**src/rtl/bht_pkg.sv**
```systemverilog
// Shared constants for the branch history table: counter encodings, index helper
// and the BEQ opcode used by the predictor and control unit.
package bht_pkg;

    localparam logic [1:0] BHT_SNT = 2'b00;
    localparam logic [1:0] BHT_WNT = 2'b01;
    localparam logic [1:0] BHT_WT  = 2'b10;
    localparam logic [1:0] BHT_ST  = 2'b11;

    localparam logic [5:0] BEQ_OPCODE = 6'b000100;

    // Word-address index: bits [index_bits+1:2] of the PC, zero-extended.
    function automatic logic [31:0] bht_index(input logic [31:0] pc, input int unsigned index_bits);
        return (pc >> 2) & ((32'd1 << index_bits) - 32'd1);
    endfunction

endpackage

```
**src/rtl/sat_counter2.sv**
```systemverilog
// Combinational next-state of a 2-bit saturating counter: step toward the outcome,
// holding at the end states.
module sat_counter2
    import bht_pkg::*;
(
    input  logic [1:0] cnt_in,
    input  logic       taken,
    output logic [1:0] cnt_out
);

    always_comb begin
        cnt_out = cnt_in;
        if (taken) begin
            unique case (cnt_in)
                BHT_SNT: cnt_out = BHT_WNT;
                BHT_WNT: cnt_out = BHT_WT;
                BHT_WT:  cnt_out = BHT_ST;
                BHT_ST:  cnt_out = BHT_ST;
            endcase
        end else begin
            unique case (cnt_in)
                BHT_SNT: cnt_out = BHT_SNT;
                BHT_WNT: cnt_out = BHT_SNT;
                BHT_WT:  cnt_out = BHT_WNT;
                BHT_ST:  cnt_out = BHT_WT;
            endcase
        end
    end

endmodule

```
**src/rtl/branch_history_table.sv**
```systemverilog
// Table of 2-bit saturating branch counters with a zero-latency lookup port and an
// EX-stage update port. Optional statistics counters are enabled by BHT_STATS_EN.
module branch_history_table
    import bht_pkg::*;
#(
    parameter int         INDEX_BITS = 6,
    parameter logic [1:0] INIT_STATE = BHT_WNT
) (
    input  logic        clk,
    input  logic        rst_n,
    input  logic [31:0] lookup_pc,
    output logic [1:0]  lookup_counter,
    input  logic        upd_valid,
    input  logic [31:0] upd_pc,
    input  logic        upd_taken,
    input  logic        upd_predicted,
    output logic        upd_mispredict
`ifdef BHT_STATS_EN
    ,
    output logic [31:0] stat_updates,
    output logic [31:0] stat_mispredicts
`endif
);

    localparam int ENTRIES = 1 << INDEX_BITS;

    logic [1:0]            table_q [ENTRIES];
    logic [31:0]           idx_l_full;
    logic [31:0]           idx_u_full;
    logic [INDEX_BITS-1:0] idx_l;
    logic [INDEX_BITS-1:0] idx_u;
    logic [1:0]            ctr_cur;
    logic [1:0]            ctr_next;
    logic                  mispredict_now;
    logic                  unused_idx_bits;

    assign idx_l_full      = bht_index(lookup_pc, INDEX_BITS);
    assign idx_u_full      = bht_index(upd_pc, INDEX_BITS);
    assign idx_l           = idx_l_full[INDEX_BITS-1:0];
    assign idx_u           = idx_u_full[INDEX_BITS-1:0];
    assign unused_idx_bits = ^{idx_l_full[31:INDEX_BITS], idx_u_full[31:INDEX_BITS]};

    // No bypass: a lookup hitting the entry being updated sees the old value.
    assign lookup_counter = table_q[idx_l];
    assign ctr_cur        = table_q[idx_u];

    sat_counter2 u_sat (
        .cnt_in  (ctr_cur),
        .taken   (upd_taken),
        .cnt_out (ctr_next)
    );

    // upd_valid is a one-way strobe: the table always accepts it, there is no ready.
    // Every other update input is don't-care while upd_valid is low.
    assign mispredict_now = upd_valid & (upd_taken ^ upd_predicted);

    always_ff @(posedge clk) begin
        if (!rst_n) begin
            for (int i = 0; i < ENTRIES; i++) begin
                table_q[i] <= INIT_STATE;
            end
            upd_mispredict <= 1'b0;
        end else begin
            if (upd_valid) begin
                table_q[idx_u] <= ctr_next;
            end
            upd_mispredict <= mispredict_now;
        end
    end

`ifdef BHT_STATS_EN
    always_ff @(posedge clk) begin
        if (!rst_n) begin
            stat_updates     <= '0;
            stat_mispredicts <= '0;
        end else begin
            if (upd_valid) begin
                stat_updates <= stat_updates + 32'd1;
            end
            if (mispredict_now) begin
                stat_mispredicts <= stat_mispredicts + 32'd1;
            end
        end
    end
`endif

endmodule

```
**config.mk**
```make
export PLATFORM = sky130hd
export DESIGN_NAME = branch_history_table
export DESIGN_NICKNAME = d
export VERILOG_FILES = /design/src/rtl/bht_pkg.sv /design/src/rtl/sat_counter2.sv /design/src/rtl/branch_history_table.sv
export SDC_FILE = /design/constraint.sdc
export NUM_CORES = 1
export LEC_CHECK = 0
export ABC_AREA = 1
export CAP_MARGIN = 5
export CORE_MARGIN = 1.5
export CORE_UTILIZATION = 50
export CTS_CLUSTER_SIZE = 40
export DETAILED_ROUTE_END_ITERATION = 8
export PLACE_DENSITY = 0.73
export SLEW_MARGIN = 15
export SYNTH_ARGS = -nofsm -noshare
export SYNTH_HDL_FRONTEND = slang
export SYNTH_SLANG_ARGS = --single-unit
```
**constraint.sdc**
```tcl
create_clock -name clk -period 2.6 [get_ports clk]
set_clock_uncertainty 0.2 [all_clocks]
set_input_delay 0.65 -clock clk [delete_from_list [all_inputs] [get_ports clk]]
set_output_delay 0.65 -clock clk [all_outputs]
set_load 0.02 [all_outputs]
```
Yosys cells after proc, flatten, opt, wreduce, memory -nomap -nowiden. Memories as Yosys holds them, arrays and structs flattened. Cells that the tools add are included.

Output and inout bits: 3. Register bits after elaboration: 1. Memories kept: 1. RAM bits: 128.

Bitwise gates (word level): 2. Reductions and logical operators: 4. Equality and inequality tests: 3. Mux-type cells: 10.

Memory list: table_q (depth 64, bits a word 2, read ports 2, clocked after memory_dff 0, wr ports 64, line branch_history_table.sv:27) `logic [1:0] table_q [ENTRIES];`.

Operator list (number): $pmux 2 s3 (2); $mux 6 (1); $reduce_or 2->1 (3); $mux 1 (5); $eq 2x2->1 const B (2); $mux 2 (2); $eq 2x1->1 const B (1); $logic_not 2->1 (1); $and 1x1->1 (1); $xor 1x1->1 (1).

Depth between registers and ports, before layout. Gate-level depths: netlist of run 1. An unclocked memory read counts as a cell.

Word-level depth: 6. Mapped depth: 19. Gate-level depth less buffers: 15.

Cells and area by module. Synthesis of run 1 repeated with hierarchy kept, for this count alone.

Cells, all modules: 1176. Area, all modules: 8215.4 um^2.

Modules (own cells, without submodules): branch_history_table (area each 8190.4 um^2, cells each 1170, times used 1); sat_counter2 (area each 25.0 um^2, cells each 6, times used 1).

Least setup slack after synthesis of run 1. No wires, ideal clock.

Path type: input port to output port. Start: in lookup_pc[2]. End: out lookup_counter[1]. Path slack: -0.320 ns. Stages: 10. Arrival: 2.070 ns. Cell sequence: clkbuf_1 -> inv_1 -> clkbuf_1 -> clkbuf_1 -> o21ai_0 -> o221ai_1 -> o211ai_1 -> nand3_1 -> nand3_1 -> nand2_1.

Cells in the longest elaborated chain, start to end: 1.

Ends and longest elaborated chain: from (decl) (line branch_history_table.sv:11) `input logic [31:0] lookup_pc,`; $mem_v2 64x2; to (decl) (line branch_history_table.sv:12) `output logic [1:0] lookup_counter,`.

Every way passes these cells.

Worst setup path after layout of run 1.
Start: in lookup_pc[2]. End: out lookup_counter[0].

Same word-level chain as after synthesis.

==> results of run 1 <==
==> final cells by class <==
type                            instances  area share
Clock buffer                           17      0.0401
Sequential cell                       129       0.364
Tap cell                              216      0.0255
Clock inverter                         15      0.0203
Timing Repair Buffer                  147       0.160
Multi-Input combinational cell        814       0.347
Inverter                              120      0.0439
==> routing by layer <==
metal,GRT usage,part of all wire,up-vias
met4,0.142,0.054,0
met3,0.0675,0.11,114
met2,0.503,0.46,585
li1,-,-,3874
met5,0,0,-
met1,0.402,0.37,3831
==> power breakdown <==
part           switching [W]  leakage (nW)  internal [W]
logic               0.000687          2.87      0.000473
registers          0.0000340          1.16       0.00233
clock network       0.000922         0.310       0.00169
total                0.00164          4.34       0.00450
==> timing repair <==
item,CTS,global route
setup endpoints to repair,160,130
hold buffers,0,0
pin swaps,27,18
gates resized for setup,101,31
gates cloned,6,5
setup buffers,5,3
==> per-stage QoR <==
stage / setup WS, ns / cell area [µm²] / power [W] / std cells / hold slack, ns
floorplan: 0.00142 / 8280 / 0.00295 / 1136 / 0.560
global placement: -1.05 / 9340 / 0.00330 / 1407 / 0.968
detailed placement: -1.08 / 9340 / 0.00331 / 1407 / 0.980
CTS: -0.147 / 10400 / 0.00602 / 1450 / 0.628
global route: -0.320 / 10600 / 0.00630 / 1458 / 0.649
finish: -0.258 / 10600 / 0.00614 / 1458 / 0.636
==> kinds of logic after synthesis <==
kind of cell / after synthesis / share of synthesized area
flip-flops: 129 / 0.470
AND/OR/NAND/NOR: 680 / 0.332
AO/OA/AOI/OAI: 134 / 0.0954
buffers and inverters: 193 / 0.103
==> critical path, cell delays in order <==
cell and delay (ns):
buf_12 0.13, inv_12 0.06, buf_4 0.17, o21ai_0 0.20, o22ai_1 0.10, o211ai_1 0.18
nand3_1 0.16, nand3_1 0.13, nand2_2 0.08, buf_6 0.13
==> state kept, by name (all words and copies together), names as in the netlist <==
name and cells:
table_q 128, upd_mispredict 1
==> placed cells by master (no fill, tap or decap), drive strengths merged <==
cell type / Yosys / routed
nand3: 95 / 95
edfxtp: 128 / 128
nand2: 359 / 359
o221ai: 9 / 9
o211ai: 24 / 24
nor2: 215 / 215
dlygate4sd2: 0 / 2
clkinvlp: 0 / 2
clkdlybuf4s15: 0 / 1
o21a: 1 / 1
nor3: 4 / 4
nand3b: 1 / 1
o22ai: 14 / 14
nor3b: 1 / 1
o21ai: 76 / 76
dfxtp: 1 / 1
a21oi: 10 / 10
or2: 5 / 5
clkdlybuf4s50: 0 / 6
buf: 39 / 128
clkbuf: 34 / 24
dlymetal6s2s: 0 / 2
bufinv: 0 / 5
inv: 118 / 119
clkinv: 2 / 9
bufbuf: 0 / 1
==> worst max path at each step <==
stage	cells after the start	start	to	slack, ns
after floorplan	10	lookup_pc[2]	lookup_counter[1]	0.001
after global placement	11	lookup_pc[3]	lookup_counter[0]	-1.05
after detailed placement	11	lookup_pc[3]	lookup_counter[0]	-1.08
after CTS	10	lookup_pc[2]	lookup_counter[0]	-0.15
after global routing	11	lookup_pc[2]	lookup_counter[1]	-0.32
final	10	lookup_pc[2]	lookup_counter[0]	-0.26
==> out/qor.yml, run 1 <==
status: "finished, violations left"
violations: "setup timing"
fillers: 1336
synth_common_cells: "nand2_1 (357), nor2_1 (211), edfxtp_1 (128)"
synth-edff-count: 128
clk_pin_slew_ns: 0.06
yosysUniqueCellTypes: 28
r2r-start: "table_q[39][1]"
ir_worst_vdd_mv: 0.569
critical_path.endpoint_type: "output port"
wl_per_cell_um: 18.9
remaining_drc_errors: 0
startpoint_type: "input pin"
grt_pass1_wl_um: 41300
multi_input_area_mm2: 0.00368
tightestPinTransition_ns: 0.811
synthArstFlopShare: 0
fin_nets: 1298
yosys_warnings: 0
drtIter0Drc: 1154
power_leakage_nw: 4.34
grt_max_degree: 65
drt_first_pass_iters: 6
drtAntennaViolNets: 0
rows: 46
overflow: 0
core_region_area_mm2: 0.0160
via_per_inst: 5.76
worstHoldStart: "upd_predicted"
syn_inst: 1136
fin_crit_ns: 2.86
die_h_um: 131
io_buffers: 19
die_x_um: 131
worstHoldEndpoint: "upd_mispredict"
synth_top_area_cell: "edfxtp_1"
critPathKind: "in2out"
synth-seq-area-share: 0.470
gp_congestion: 0.943
area_delta_synth_final_pct: 29.0
rrSetupSlack_ns: 0.22
drt_wl_total_um: 27500
hold_class: "in2reg"
finish.utilization: 0.663
cts_root_buf: "clkbuf_16"
holdPathStages: 2
p_per_area_mw_per_mm2: 579
synth-seq-cells: 129
avgSynthCellArea_um2: 7.24
regArea_mm2: 0.00386
cts.sinks: 129
max_slew_margin: 0.460
hpwl_um: 17300
num_vias: 8404
diodes: 0
start_util: 0.514
fin_setup_tns_ns: -0.475
cts_tree: "done"
cp_data_arrival_time_ns: 2.01
yosysMostFrequentCell: "nand2_1"
synth_ff_type: "edfxtp_1"
cts_buffers: 17
syn_nets: 1205
syn_area_mm2: 0.00823
ff2ff_path_depth: 12
antenna_found_initial: 0
final-hold-violation-count: 0
setup_violations: 2
r2r_end: "table_q[38][1]"
ios: 72
fin_crit_sh: 1.10
rsz0062_at_grt: "true"
yosys-top-cells-area: "edfxtp_1 (47%), nand2_1 (16%), nor2_1 (9.6%), nand3_1 (5.8%), inv_1 (5.3%)"
fin_ws_ns: -0.258
h-tree-depth: 4
crit_fanout: 11
synth_top_area_frac: 0.467
worstSkewPairLatency_ns: 0.43
dieArea_mm2: 0.0172
drv_cap: 0
grt_usage: 0.311
cts.path.max_buffers: 2
drive_above_1_share: 0.174
required_ns: 1.75
drv_slew: 0
fmax_ghz: 0.350
grt_pass1_vias: 7722
(Power assumes the default switching activity.)
==> run 2: changes to the inputs <==
- SLEW_MARGIN: 15 -> 20
==> results of run 2 <==
No change in the layout: final DEF, timing and power equal those of run 1.
